<file path="config.mk">
export PLATFORM = sky130hd
export DESIGN_NAME = ren_recovery_ctrl
export DESIGN_NICKNAME = d
export VERILOG_FILES = /design/src/rtl/rename_pkg.sv /design/src/rtl/ren_undo_log.sv /design/src/rtl/ren_recovery_ctrl.sv
export SDC_FILE = /design/constraint.sdc
export NUM_CORES = 2
export LEC_CHECK = 0
export ABC_AREA = 1
export CAP_MARGIN = 20
export CORE_MARGIN = 10
export CORE_UTILIZATION = 30
export CTS_CLUSTER_DIAMETER = 60
export DETAILED_ROUTE_END_ITERATION = 10
export PLACE_DENSITY = 0.44
export SKIP_LAST_GASP = 1
export SLEW_MARGIN = 10
export SYNTH_ARGS = -nofsm -noshare
export SYNTH_HDL_FRONTEND = slang
export SYNTH_SLANG_ARGS = --single-unit
</file>
<file path="constraint.sdc">
create_clock -name clk -period 19.8 [get_ports clk]
set_input_delay 3.96 -clock clk [delete_from_list [all_inputs] [get_ports clk]]
set_output_delay 3.96 -clock clk [all_outputs]
set_load 0.01 [all_outputs]
</file>
<file path="src/rtl/rename_pkg.sv">
// Shared types for the rename recovery slice.
//   undo_rec_t  : one undo-log record (overwritten mapping + newly allocated PRN)
//   ren_state_e : recovery controller state
//   ARN_INVALID / ARN_ZERO : architectural register sentinels
// Record fields are sized by REC_ARN_BITS / REC_PRN_BITS; instances of the
// controller must not configure wider register numbers than these.
package rename_pkg;

  localparam int REC_ARN_BITS = 6;
  localparam int REC_PRN_BITS = 6;

  localparam logic [REC_ARN_BITS-1:0] ARN_INVALID = 6'd62;
  localparam logic [REC_ARN_BITS-1:0] ARN_ZERO    = 6'd63;

  typedef struct packed {
    logic [REC_ARN_BITS-1:0] arn;
    logic [REC_PRN_BITS-1:0] old_prn;
    logic [REC_PRN_BITS-1:0] new_prn;
  } undo_rec_t;

  typedef enum logic [1:0] {
    IDLE = 2'd0,
    WALK = 2'd1,
    DONE = 2'd2
  } ren_state_e;

endpackage

</file>
<file path="src/rtl/ren_undo_log.sv">
// Circular undo log: multi-push at tail, multi-pop at head, single pop from tail.
// Pointers carry an extra wrap bit so full and empty are distinguishable.
// Ports:
//   clk, rst       : clock, asynchronous active-high reset (pointers only)
//   push_valid     : per-lane write enables, already qualified by the caller;
//                    valid lanes are packed into consecutive entries from tail
//   push_rec       : per-lane records
//   pop_count      : records to drop from head this cycle (already clamped)
//   pop_tail       : step tail back by one entry
//   head, tail     : current pointers
//   head_old_prn   : old_prn of entries head+0 .. head+MAX_OPERANDS-1
//   tail_rec       : record at tail-1 (the youngest entry)
module ren_undo_log
  import rename_pkg::*;
#(
  parameter  int MAX_OPERANDS = 3,
  parameter  int LOG_DEPTH    = 32,
  localparam int PTR_BITS     = $clog2(LOG_DEPTH) + 1,
  localparam int CNT_BITS     = $clog2(MAX_OPERANDS + 1)
) (
  input  logic                    clk,
  input  logic                    rst,
  input  logic [MAX_OPERANDS-1:0] push_valid,
  input  undo_rec_t               push_rec [MAX_OPERANDS],
  input  logic [CNT_BITS-1:0]     pop_count,
  input  logic                    pop_tail,
  output logic [PTR_BITS-1:0]     head,
  output logic [PTR_BITS-1:0]     tail,
  output logic [REC_PRN_BITS-1:0] head_old_prn [MAX_OPERANDS],
  output undo_rec_t               tail_rec
);

  localparam int IDX_BITS = PTR_BITS - 1;

  undo_rec_t           mem [LOG_DEPTH];
  logic [PTR_BITS-1:0] head_q;
  logic [PTR_BITS-1:0] tail_q;
  logic [PTR_BITS-1:0] wr_ptr [MAX_OPERANDS];
  logic [CNT_BITS-1:0] push_n;

  // Each valid lane lands at tail plus the number of valid lanes below it.
  always_comb begin
    push_n = '0;
    for (int unsigned i = 0; i < MAX_OPERANDS; i++) begin
      wr_ptr[i] = tail_q + PTR_BITS'(push_n);
      if (push_valid[i]) push_n = push_n + 1'b1;
    end
  end

  always_ff @(posedge clk) begin
    for (int unsigned i = 0; i < MAX_OPERANDS; i++) begin
      if (push_valid[i]) mem[wr_ptr[i][IDX_BITS-1:0]] <= push_rec[i];
    end
  end

  always_ff @(posedge clk or posedge rst) begin
    if (rst) begin
      head_q <= '0;
      tail_q <= '0;
    end else begin
      head_q <= head_q + PTR_BITS'(pop_count);
      if (pop_tail) tail_q <= tail_q - PTR_BITS'(1);
      else          tail_q <= tail_q + PTR_BITS'(push_n);
    end
  end

  always_comb begin
    for (int unsigned i = 0; i < MAX_OPERANDS; i++) begin
      head_old_prn[i] = mem[IDX_BITS'(head_q + PTR_BITS'(i))].old_prn;
    end
  end

  assign tail_rec = mem[IDX_BITS'(tail_q - PTR_BITS'(1))];
  assign head     = head_q;
  assign tail     = tail_q;

endmodule

</file>
<file path="src/rtl/ren_recovery_ctrl.sv">
// Rename recovery controller: records every destination remap in an undo log,
// frees old PRNs when records retire, and on a flush walks the log backwards
// from tail to the flush point, restoring old mappings youngest-first and
// freeing the squashed new PRNs.
// Ports:
//   clk, rst                  : clock, asynchronous active-high reset
//   alloc_valid/arn/old/new   : per-lane remap records from the renamer
//   alloc_ready               : room for MAX_OPERANDS records and state IDLE
//   log_tail                  : tail pointer before this cycle's pushes
//   commit_count              : records retired from head this cycle
//   retire_free_valid/prn     : old PRNs of retired records
//   flush_valid, flush_ptr    : roll the log back to flush_ptr
//   restore_valid/arn/prn     : remap rewrite during the walk
//   walk_free_valid/prn       : squashed new PRN returned during the walk
//   rename_stall              : high whenever not IDLE
//   flush_done                : one-cycle pulse at the end of a flush
// Optional: define RENREC_PERF_EN to add saturating 32-bit counters
//   perf_flushes (accepted flushes) and perf_walk_cycles (cycles in WALK).
module ren_recovery_ctrl
  import rename_pkg::*;
#(
  parameter  int ARN_BITS     = 6,
  parameter  int PRN_BITS     = 6,
  parameter  int MAX_OPERANDS = 3,
  parameter  int LOG_DEPTH    = 32,
  localparam int PTR_BITS     = $clog2(LOG_DEPTH) + 1,
  localparam int CNT_BITS     = $clog2(MAX_OPERANDS + 1)
) (
  input  logic                    clk,
  input  logic                    rst,
  input  logic [MAX_OPERANDS-1:0] alloc_valid,
  input  logic [ARN_BITS-1:0]     alloc_arn     [MAX_OPERANDS],
  input  logic [PRN_BITS-1:0]     alloc_old_prn [MAX_OPERANDS],
  input  logic [PRN_BITS-1:0]     alloc_new_prn [MAX_OPERANDS],
  output logic                    alloc_ready,
  output logic [PTR_BITS-1:0]     log_tail,
  input  logic [CNT_BITS-1:0]     commit_count,
  output logic [MAX_OPERANDS-1:0] retire_free_valid,
  output logic [PRN_BITS-1:0]     retire_free_prn [MAX_OPERANDS],
  input  logic                    flush_valid,
  input  logic [PTR_BITS-1:0]     flush_ptr,
  output logic                    restore_valid,
  output logic [ARN_BITS-1:0]     restore_arn,
  output logic [PRN_BITS-1:0]     restore_prn,
  output logic                    walk_free_valid,
  output logic [PRN_BITS-1:0]     walk_free_prn,
  output logic                    rename_stall,
  output logic                    flush_done
`ifdef RENREC_PERF_EN
  ,
  output logic [31:0]             perf_flushes,
  output logic [31:0]             perf_walk_cycles
`endif
);

  ren_state_e              state_q, state_d;
  logic [PTR_BITS-1:0]     target_q;
  logic [PTR_BITS-1:0]     head, tail, occupancy;
  logic                    flush_accept, pop_tail;
  logic [MAX_OPERANDS-1:0] push_valid;
  logic [CNT_BITS-1:0]     pop_count;
  undo_rec_t               push_rec [MAX_OPERANDS];
  undo_rec_t               tail_rec;
  logic [REC_PRN_BITS-1:0] head_old_prn [MAX_OPERANDS];

  assign occupancy    = tail - head;
  assign alloc_ready  = (state_q == IDLE) &&
                        (occupancy <= PTR_BITS'(LOG_DEPTH - MAX_OPERANDS));
  assign flush_accept = (state_q == IDLE) && flush_valid;
  // A flush in the same cycle wins over the renamer's pushes.
  assign push_valid   = (alloc_ready && !flush_valid) ? alloc_valid : '0;
  assign pop_count    = (PTR_BITS'(commit_count) > occupancy) ? CNT_BITS'(occupancy)
                                                              : commit_count;
  assign log_tail     = tail;
  assign rename_stall = (state_q != IDLE);

  always_comb begin
    for (int unsigned i = 0; i < MAX_OPERANDS; i++) begin
      push_rec[i] = '{arn:     REC_ARN_BITS'(alloc_arn[i]),
                      old_prn: REC_PRN_BITS'(alloc_old_prn[i]),
                      new_prn: REC_PRN_BITS'(alloc_new_prn[i])};
      retire_free_valid[i] = (CNT_BITS'(i) < pop_count);
      retire_free_prn[i]   = PRN_BITS'(head_old_prn[i]);
    end
  end

  ren_undo_log #(
    .MAX_OPERANDS (MAX_OPERANDS),
    .LOG_DEPTH    (LOG_DEPTH)
  ) u_log (
    .clk          (clk),
    .rst          (rst),
    .push_valid   (push_valid),
    .push_rec     (push_rec),
    .pop_count    (pop_count),
    .pop_tail     (pop_tail),
    .head         (head),
    .tail         (tail),
    .head_old_prn (head_old_prn),
    .tail_rec     (tail_rec)
  );

  always_ff @(posedge clk or posedge rst) begin
    if (rst) begin
      state_q  <= IDLE;
      target_q <= '0;
    end else begin
      state_q <= state_d;
      if (flush_accept) target_q <= flush_ptr;
    end
  end

  // The walk shows the entry at tail-1 while stepping tail back onto it, so the
  // last restore happens in the cycle whose new tail equals the target.
  always_comb begin
    state_d         = state_q;
    pop_tail        = 1'b0;
    restore_valid   = 1'b0;
    walk_free_valid = 1'b0;
    flush_done      = 1'b0;
    unique case (state_q)
      IDLE: begin
        if (flush_valid) state_d = (tail != flush_ptr) ? WALK : DONE;
      end
      WALK: begin
        pop_tail        = 1'b1;
        restore_valid   = 1'b1;
        walk_free_valid = 1'b1;
        if ((tail - PTR_BITS'(1)) == target_q) state_d = DONE;
      end
      DONE: begin
        flush_done = 1'b1;
        state_d    = IDLE;
      end
      default: state_d = IDLE;
    endcase
  end

  assign restore_arn   = ARN_BITS'(tail_rec.arn);
  assign restore_prn   = PRN_BITS'(tail_rec.old_prn);
  assign walk_free_prn = PRN_BITS'(tail_rec.new_prn);

`ifdef RENREC_PERF_EN
  always_ff @(posedge clk or posedge rst) begin
    if (rst) begin
      perf_flushes     <= '0;
      perf_walk_cycles <= '0;
    end else begin
      if (flush_accept && (perf_flushes != '1)) perf_flushes <= perf_flushes + 32'd1;
      if ((state_q == WALK) && (perf_walk_cycles != '1))
        perf_walk_cycles <= perf_walk_cycles + 32'd1;
    end
  end
`endif

endmodule
</file>
==> run metrics <==
Seq/Total Area, Yosys=0.383; CP Cell Sequence=inv_8 -> ha_4 -> inv_4 -> buf_4 -> buf_4 -> o21ai_0 -> o221ai_1 -> nand3_1 -> nand2_1 -> nor2_1 -> a31oi_1 -> clkdlybuf4s50_1; P&R area growth vs syn=11.2%; status=completed; die area=171,000 µm²; syn_nets=6,590; Startpoint Class=register; Std-Cell Rows=144; All-Layer GR Usage=0.310; RSZ-0062 raised after global routing=false; Crit Path Category=register to output port; area leader, netlist=edfxtp_1; maximum number of pins on one net before global-route repair=205; post-route ant nets=0; sequential power share=0.290; CP startpoint=u_log.tail[0]; post-route minimum period=10.42 ns; Max Fclk=0.0960 GHz; Clock Power Share=0.346; Synth Instances=6,494; I/O pins=118; fraction of registers with async set/reset=0.0336; clock-pin transition on the worst setup and hold timing paths=0.05 ns; Final period util=0.526; synth unique cells=44; Num Clock Sinks=596; post-DP HPWL=163 mm; GP Congestion=0.937; Comb pwr share=0.363; share of the synthesized area in the top cell type=0.372; final net count=6,205; ys flop type=edfxtp_1; total global routing overflow=0; Worst-Skew Late Latency=0.72 ns; CORE AREA=154,000 µm²; Sw Ratio=0.408; most common cell after layout, fill and taps aside=nand2_1; CP max stage delay=0.84 ns; Post-synth EDFFs=576; I/O Buffers=117; #FFs+latches synth=596; Rel. slew slack=0.173; cell-internal power=2.91 mW; skew final=0.0194 ns; DR iter-0 viols=8,889; Slowest-stage cell, CP=dfrtp_4; FILL cells=16,200; Pre-Repair DR Iteration Count=6; commonest cells after routing, fill and taps aside=nand2_1, nand3_1, nand4_1; Total Wirelength=278 mm; Setup Viol. Count Final=0; maxcap violations=0; Worst setup EP type=output port; non-filler cells, final=8,233; first-pass GRT wire length=384 mm; CTS tree=built; Post-CTS Setup Bufs=0; crit-path max FO=54; Resized cells post-CTS=0; Power Total=4.91 mW; Area contributors post-synth=edfxtp_1, nand3_1, nand2_1; number of global-route vias before repair=47,800; Die W=414 µm; Arr. time, crit path=6.46 ns; die height=414 µm; hold_sp=target_q[4]; Leakage=19.9 nW; TritonCTS Buffers=90; Power Density=95.0 nW/µm²; initial antenna violation count=11; share of cells above drive strength 1=0.0752; hold crit path type=register to register; count of final max-slew check failures=0; via/cell ratio=6.42; vias=52,900; Initial Utilization=0.302; Worst EP required=15.84 ns; H-tree depth=3; Final Hold Viols=0; P_sw=2.00 mW; Worst Tran Pin Value=1.24 ns; Avg Inst Size Synth=7.16 µm²; cell count after placement=8,055; TNS Setup=0 ns; CTS Root Cell=clkbuf_16; Cell Area, Synth=46,500 µm²; VDD IR max=0.0952 mV; hold_buf cts=0; # DRC=0; Synthesis Warnings=0; drt wl/cell=33.7 µm; CP dominant cell by count=buf_4; Clock Path Buffers=3; reg2reg start=u_log.tail[0]
cell families (layout without fill, tap and decap cells):
logic type	after synthesis	in the layout	synth area share
flip-flops	596	596	0.383
XOR/XNOR	26	26	0.00506
other	0	4	0
adder cells (fa/ha/maj)	28	28	0.00802
AND/OR/NAND/NOR	3913	3913	0.403
buffers and inverters	959	650	0.0819
multiplexers	3	3	0.000726
AO/OA/AOI/OAI	969	969	0.118
power groups by stage:
stage          Sequential (mW)  Combinational [mW]  Clock, mW
5_1_grt                   1.43                1.90       1.76
3_5_place_dp              1.45                1.73          0
4_1_cts                   1.43                1.74       1.70
2_1_floorplan             1.42                1.02          0
3_3_place_gp              1.45                1.73          0
6_report                  1.43                1.78       1.70
metrics by stage:
step / util / setup WS, ns / hold WS, ns / instance area, µm²
3_3_place_gp: 0.315 / 9.56 / 0.494 / 48500
4_1_cts: 0.335 / 9.51 / 0.517 / 51600
6_report: 0.336 / 9.38 / 0.520 / 51700
3_5_place_dp: 0.315 / 9.57 / 0.504 / 48600
2_1_floorplan: - / 10.79 / 0.473 / 46500
5_1_grt: 0.336 / 9.38 / 0.548 / 51700
synth_stat cells (2+ instances only):
| library cell | count |
|---|---|
| nand2_1 | 1511 |
| nand3_1 | 1320 |
| nand4_1 | 654 |
| edfxtp_1 | 576 |
| o21ai_0 | 547 |
| clkbuf_1 | 505 |
| nor2_1 | 304 |
| inv_1 | 197 |
| a21oi_1 | 177 |
| buf_2 | 136 |
| o211ai_1 | 106 |
| buf_1 | 100 |
| o221ai_1 | 78 |
| nor2_2 | 30 |
| ha_1 | 25 |
| o22ai_1 | 25 |
| a31oi_1 | 23 |
| nand3_2 | 23 |
| dfrtp_1 | 20 |
| nand3_4 | 17 |
| xor2_1 | 17 |
| nor2_4 | 16 |
| nand4_2 | 12 |
| nor3_1 | 11 |
| xnor2_1 | 8 |
| buf_4 | 7 |
| inv_2 | 7 |
| nand2_2 | 6 |
| clkinv_1 | 5 |
| o21a_1 | 4 |
| o311ai_0 | 4 |
| fa_1 | 3 |
| mux2_2 | 3 |
| nor3_2 | 3 |
| nor3_4 | 3 |
| and2_1 | 2 |
| o31ai_1 | 2 |
sequential cells by signal, indices dropped and copies added, names as in the netlist:
signal	count
state_q	2
u_log.head	6
u_log.tail	6
u_log.mem	576
target_q	6
worst max-delay path: cells and delay by family, from the launching register on:
| family | cells | cell delay [ns] |
|---|---|---|
| buf+inv | 5 | 2.60 |
| flops | 1 | 0.84 |
| fa+ha+maj | 1 | 0.53 |
| simple gates | 3 | 0.41 |
| compound gates | 3 | 1.15 |
area by class of cell:
type | count | area (µm²) | area share
flip-flops and latches | 596 | 17800 | 0.344
clock buffers | 102 | 2360 | 0.0457
multi-input cells | 4939 | 25100 | 0.485
inverters | 210 | 807 | 0.0156
clock inverters | 66 | 693 | 0.0134
diodes | 4 | 10.0 | 0.000194
repair buffers | 272 | 2410 | 0.0466
well taps | 2044 | 2560 | 0.0495
routing by layer:
layer	up-vias	part of all wire	GRT usage
li1	22600	-	-
met1	25600	0.40	0.418
met2	3885	0.42	0.451
met3	790	0.13	0.0813
met4	12	0.060	0.165
met5	-	0.00042	0.00226
worst paths after layout:
kind / end / slack [ns] / depth (start not counted)
max reg2reg: u_log.mem[7][5] / 11.44 / 24
min reg2reg: target_q[4] / 0.52 / 2
min in group asynchronous: target_q[1] / 3.73 / 2
max: restore_arn[2] / 9.38 / 12
max in group asynchronous: u_log.head[0] / 15.46 / 2
min: target_q[4] / 0.52 / 2
No activity file was read; power rests on OpenSTA's default activity.
